===== src/rtl/serial_adder_pkg.sv =====
// Shared types and defaults for the bit-serial adder controller.
package serial_adder_pkg;

    typedef enum logic [1:0] {
        IDLE = 2'd0,
        RUN  = 2'd1,
        DONE = 2'd2
    } state_t;

    localparam int WIDTH_DEF = 8;

endpackage


===== src/rtl/fullAdder.sv =====
// Single-bit full adder shared across the codebase's serial datapaths.
module fullAdder (
    input  logic a,
    input  logic b,
    input  logic cin,
    output logic s,
    output logic cout
);

    assign s    = a ^ b ^ cin;
    assign cout = (a & b) | (cin & (a ^ b));

endmodule


===== src/rtl/serial_adder_ctrl.sv =====
// Bit-serial adder controller: feeds one full adder LSB first, one bit per clock,
// behind a start/busy/done handshake.
module serial_adder_ctrl
    import serial_adder_pkg::*;
#(
    parameter int WIDTH = WIDTH_DEF
) (
    input  logic             clk,
    input  logic             rst_n,
    input  logic             start_i,
    input  logic [WIDTH-1:0] a_i,
    input  logic [WIDTH-1:0] b_i,
    input  logic             cin_i,
    output logic             busy_o,
    output logic             done_o,
    output logic [WIDTH-1:0] sum_o,
    output logic             cout_o
);

    localparam int              CNT_W    = $clog2(WIDTH) + 1;
    localparam logic [CNT_W-1:0] LAST_CNT = CNT_W'(WIDTH - 1);

    state_t           state;
    state_t           next_state;
    logic             busy_d;
    logic             done_d;

    logic [WIDTH-1:0] a_sh;
    logic [WIDTH-1:0] b_sh;
    logic [WIDTH-1:0] sum_sh;
    logic [WIDTH-1:0] sum_next;
    logic             carry;
    logic [CNT_W-1:0] cnt;
    logic             last_bit;
    logic             fa_s;
    logic             fa_cout;

    fullAdder u_fa (
        .a    (a_sh[0]),
        .b    (b_sh[0]),
        .cin  (carry),
        .s    (fa_s),
        .cout (fa_cout)
    );

    assign last_bit = (cnt == LAST_CNT);
    // New bit enters at the MSB; the concat-and-shift form stays legal at WIDTH=1.
    assign sum_next = WIDTH'({fa_s, sum_sh} >> 1);

    always_comb begin
        // NOTE: every variable driven here gets a default first so no path
        // through the case leaves it unassigned, which would infer a latch.
        next_state = state;
        busy_d     = 1'b0;
        done_d     = 1'b0;
        case (state)
            IDLE:    if (start_i) next_state = RUN;
            RUN:     if (last_bit) next_state = DONE;
            DONE:    next_state = IDLE;
            default: next_state = IDLE;
        endcase
        busy_d = (next_state != IDLE);
        done_d = (next_state == DONE);
    end

    // NOTE: reset is sampled on the clock edge (synchronous), so it lives
    // inside the clocked branch rather than in the sensitivity list.
    always_ff @(posedge clk) begin
        // NOTE: clocked state uses non-blocking assignments so every flop
        // samples pre-edge values regardless of statement order.
        if (!rst_n) begin
            state  <= IDLE;
            busy_o <= 1'b0;
            done_o <= 1'b0;
        end else begin
            state  <= next_state;
            busy_o <= busy_d;
            done_o <= done_d;
        end
    end

    always_ff @(posedge clk) begin
        if (!rst_n) begin
            a_sh   <= '0;
            b_sh   <= '0;
            sum_sh <= '0;
            carry  <= 1'b0;
            cnt    <= '0;
            sum_o  <= '0;
            cout_o <= 1'b0;
        end else begin
            case (state)
                IDLE: begin
                    if (start_i) begin
                        a_sh   <= a_i;
                        b_sh   <= b_i;
                        carry  <= cin_i;
                        cnt    <= '0;
                        sum_sh <= '0;
                    end
                end
                RUN: begin
                    a_sh   <= a_sh >> 1;
                    b_sh   <= b_sh >> 1;
                    sum_sh <= sum_next;
                    carry  <= fa_cout;
                    cnt    <= cnt + CNT_W'(1);
                    if (last_bit) begin
                        sum_o  <= sum_next;
                        cout_o <= fa_cout;
                    end
                end
                default: ;
            endcase
        end
    end

endmodule


===== config.mk =====
export PLATFORM = sky130hd
export DESIGN_NAME = serial_adder_ctrl
export DESIGN_NICKNAME = d
export VERILOG_FILES = /design/src/rtl/serial_adder_pkg.sv /design/src/rtl/fullAdder.sv /design/src/rtl/serial_adder_ctrl.sv
export SDC_FILE = /design/constraint.sdc
export NUM_CORES = 1
export LEC_CHECK = 0
export ABC_CLOCK_PERIOD_IN_PS = 1400
export CORE_UTILIZATION = 46
export CTS_BUF_LIST = sky130_fd_sc_hd__clkbuf_16
export CTS_CLUSTER_DIAMETER = 120
export DETAILED_ROUTE_END_ITERATION = 8
export GPL_TIMING_DRIVEN = 0
export PLACE_DENSITY = 0.81
export SYNTH_ARGS = -nofsm -noshare
export SYNTH_HDL_FRONTEND = slang
export SYNTH_SLANG_ARGS = --single-unit
export TNS_END_PERCENT = 1

===== constraint.sdc =====
create_clock -name clk -period 1.4 [get_ports clk]
set_clock_uncertainty 0.2 [all_clocks]
set_input_delay 0.28 -clock clk [delete_from_list [all_inputs] [get_ports clk]]
set_output_delay 0.28 -clock clk [all_outputs]
set_load 0.01 [all_outputs]

==> qor.yml <==
clocking:
  clkSinkCount: 41
  clk_pin_slew_ns: 0.06
  cts_buffers: 5
  insertion_delay_ns: 0.28
  cts_root_buf: "clkbuf_16"
  cts_max_path_buffers: 2
  htreeDepth: 2
  cts-hold-fix-buffers: 0
  cts_tree: "yes"
die:
  start_util_pct: 50.2
  die-area_mm2: 0.00404
  coreArea_mm2: 0.00347
  die_w_um: 63.5
  io_pins: 31
  die_y_um: 63.5
  row_count: 21
setup_path:
  cp_max_fo: 5
  worstReg2RegEnd: "sum_o[1]$_SDFFE_PN0P_"
  r2r_slack_ns: -0.06
  required_ns: 1.41
  r2r-start: "cnt[1]$_SDFFE_PN0P_"
  end_kind: "register"
  arrival_ns: 1.47
  critPathKind: "register to register"
  r2r_cells: 5
  critical_path.startpoint_type: "register"
detailed_routing:
  via_per_inst: 5.40
  firstDrtPassIters: 4
  drcViolationCount: 0
  vias: 1495
  routed_wl_mm: 3.71
  ant_nets: 0
  drtIter0Drc: 105
  routedWlPerCell_um: 13.4
sta:
  timing.final.hold_violations: 0
  rsz0062_at_grt: "yes"
  fin_crit_ns: 1.46
  setup_slack_ns: -0.0603
  setup_viol: 12
  slew_viol_final: 0
  max_freq_ghz: 0.685
  period_share_pct: 104
  maxSlewHeadroom_pct: 70.9
  tightest_slew_ns: 0.437
cells_and_area:
  multi_input_area_um2: 872
  area_growth_pct: 34.1
  final_cell_mix: "dfxtp_1 (34), nand2_1 (19), clkdlybuf4s50_1 (17)"
  fillers: 292
  regArea_um2: 835
  fin_nets: 252
  layout.cells.non_filler: 277
  drive_above_1_share_pct: 18.6
  final_common_cell: "dfxtp_1"
  postLayoutCoreUtil_pct: 67.3
  diodes: 0
placed_design:
  gp_congestion: 0.755
  portBuffers: 30
  pre_cts_ws_ns: -0.581
  place_inst: 266
  dp_hpwl_mm: 2.41
power:
  p_sw_share_pct: 23.2
  p_leak_uw: 0.000909
  power_density_mw_per_mm2: 1130
  p_switching_uw: 610
  pwr-share-comb_pct: 11.4
  ir_worst_vdd_mv: 0.668
  seqPwrFrac_pct: 47.5
  pwr-share-clk_pct: 41.0
  internal_power_uw: 2020
logic_synthesis:
  syn_nets: 212
  synth.distinct_cells: 32
  ys_warn_count: 0
  syn_inst: 190
  synth_seq_area_share_pct: 47.1
  syn_area_mm2: 0.00174
  synth-seq-cells: 41
  synth_area_per_cell_um2: 9.17
global_routing:
  grt_max_degree: 13
  grt_overflow_total: 0
  antenna_found_initial: 0
  grt_pass1_wl_mm: 5.96
  first_global_vias: 1295
  gr-usage-all-layers_pct: 19.2
worst_hold_path:
  hold_start: "rst_n"
  min_path_cells: 3
  hold_end: "cout_o$_SDFFE_PN0P_"
  hold_path.class: "input port to register"
run:
  drv_cap: 0
run_status:
  status: "finished, violations left"
  failed_checks: "negative setup slack"
[sequential cells by signal, indices dropped and copies added (netlist names)]
register,flops
state,2
carry,1
done_o,1
b_sh,8
cnt,4
a_sh,8
cout_o,1
sum_o,8
sum_sh,7
busy_o,1
[synth_stat cells]
| library cell | number | area share (%) |
|---|---|---|
| a21oi_1 | 15 | 4.3 |
| a222oi_1 | 1 | 0.57 |
| and2_1 | 1 | 0.36 |
| inv_1 | 4 | 0.86 |
| o31a_1 | 1 | 0.50 |
| fa_1 | 1 | 1.1 |
| buf_2 | 5 | 1.4 |
| nor3_1 | 1 | 0.29 |
| ha_1 | 1 | 0.72 |
| o21ai_0 | 15 | 4.3 |
| a31oi_1 | 1 | 0.36 |
| or3_1 | 1 | 0.36 |
| buf_4 | 2 | 0.86 |
| or3b_1 | 12 | 6.0 |
| buf_6 | 2 | 1.3 |
| o21ai_1 | 12 | 3.4 |
| nor2b_1 | 10 | 3.6 |
| clkbuf_1 | 4 | 0.86 |
| nor4_1 | 2 | 0.72 |
| nor3b_1 | 1 | 0.43 |
| a22oi_1 | 9 | 3.9 |
| mux2i_1 | 10 | 5.7 |
| dfxtp_1 | 41 | 47 |
| inv_2 | 2 | 0.43 |
| nand2_1 | 20 | 4.3 |
| nor2_1 | 4 | 0.86 |
| nand2b_1 | 5 | 1.8 |
| o21ba_2 | 1 | 0.57 |
| o21bai_2 | 1 | 0.65 |
| a221oi_2 | 1 | 0.86 |
| nand3_1 | 2 | 0.57 |
| o22ai_1 | 2 | 0.72 |
[metrics by stage]
step	TNS, ns	hold slack [ns]	total power [uW]	instance area, um^2
2_1_floorplan	0	0.228	1440	1740
3_3_place_gp	-16.69	0.244	1540	2100
3_5_place_dp	-16.95	0.246	1550	2100
4_1_cts	-0.147	0.256	2630	2270
5_1_grt	-1.54	0.206	2740	2330
6_report	-0.475	0.186	2630	2330
[layout make-up]
cell class	count	share of cell area, %
flip-flops and latches	41	35.7
inverters	6	0.965
multi-input cells	130	37.4
plain buffers	13	4.39
clock inverters	3	0.589
well taps	46	2.47
repair buffers	33	13.1
clock buffers	5	5.36
[worst max-delay path by stage]
stage,cells after the start,endpoint,start
CTS,4,sum_sh[7]$_SDFFE_PN0P_,carry$_SDFFE_PN0P_
global route,5,sum_o[1]$_SDFFE_PN0P_,cnt[1]$_SDFFE_PN0P_
floorplan,5,cout_o$_SDFFE_PN0P_,cnt[0]$_SDFFE_PN0P_
detailed placement,5,a_sh[0]$_SDFFE_PN0P_,start_i
finish,5,sum_o[1]$_SDFFE_PN0P_,cnt[1]$_SDFFE_PN0P_
global placement,5,a_sh[0]$_SDFFE_PN0P_,start_i
[per-layer routing]
metal,global-route usage (%),up-vias,wire length (um)
met5,0,-,0
met4,10.2,0,80
met3,4.35,8,155
met2,28.5,36,1750
met1,25.7,696,1730
li1,-,755,-
[logic make-up after synthesis]
logic type                 after synthesis  synth area share [%]
adders and majority gates                2                  1.87
DFF                                     41                  47.1
AOI/OAI and AO/OA                       59                  20.2
buffers and inverters                   19                  5.75
muxes                                   10                  5.75
and+or+nand+nor                         59                  19.3
[worst max-delay path, cell delays in order, from the launching register on]
cell	delay (ns)
dfxtp_4	0.36
ha_4	0.15
nand2_4	0.07
nor3_4	0.24
buf_6	0.17
mux2i_1	0.19
[power by group through the flow]
| stage | Combinational (uW) | Sequential, uW | Clock [uW] |
|---|---|---|---|
| 6_report | 301 | 1250 | 1080 |
| 5_1_grt | 330 | 1260 | 1150 |
| 4_1_cts | 286 | 1250 | 1090 |
| 3_5_place_dp | 276 | 1270 | 0 |
| 3_3_place_gp | 271 | 1270 | 0 |
| 2_1_floorplan | 175 | 1270 | 0 |
[timing repair]
action | CTS | global route
pin swaps | 0 | 2
endpoints found under the setup margin | 48 | 34
setup buffers | 0 | 2
resized for setup | 30 | 20
gates cloned | 0 | 1
No activity file was read; power rests on OpenSTA's default activity.
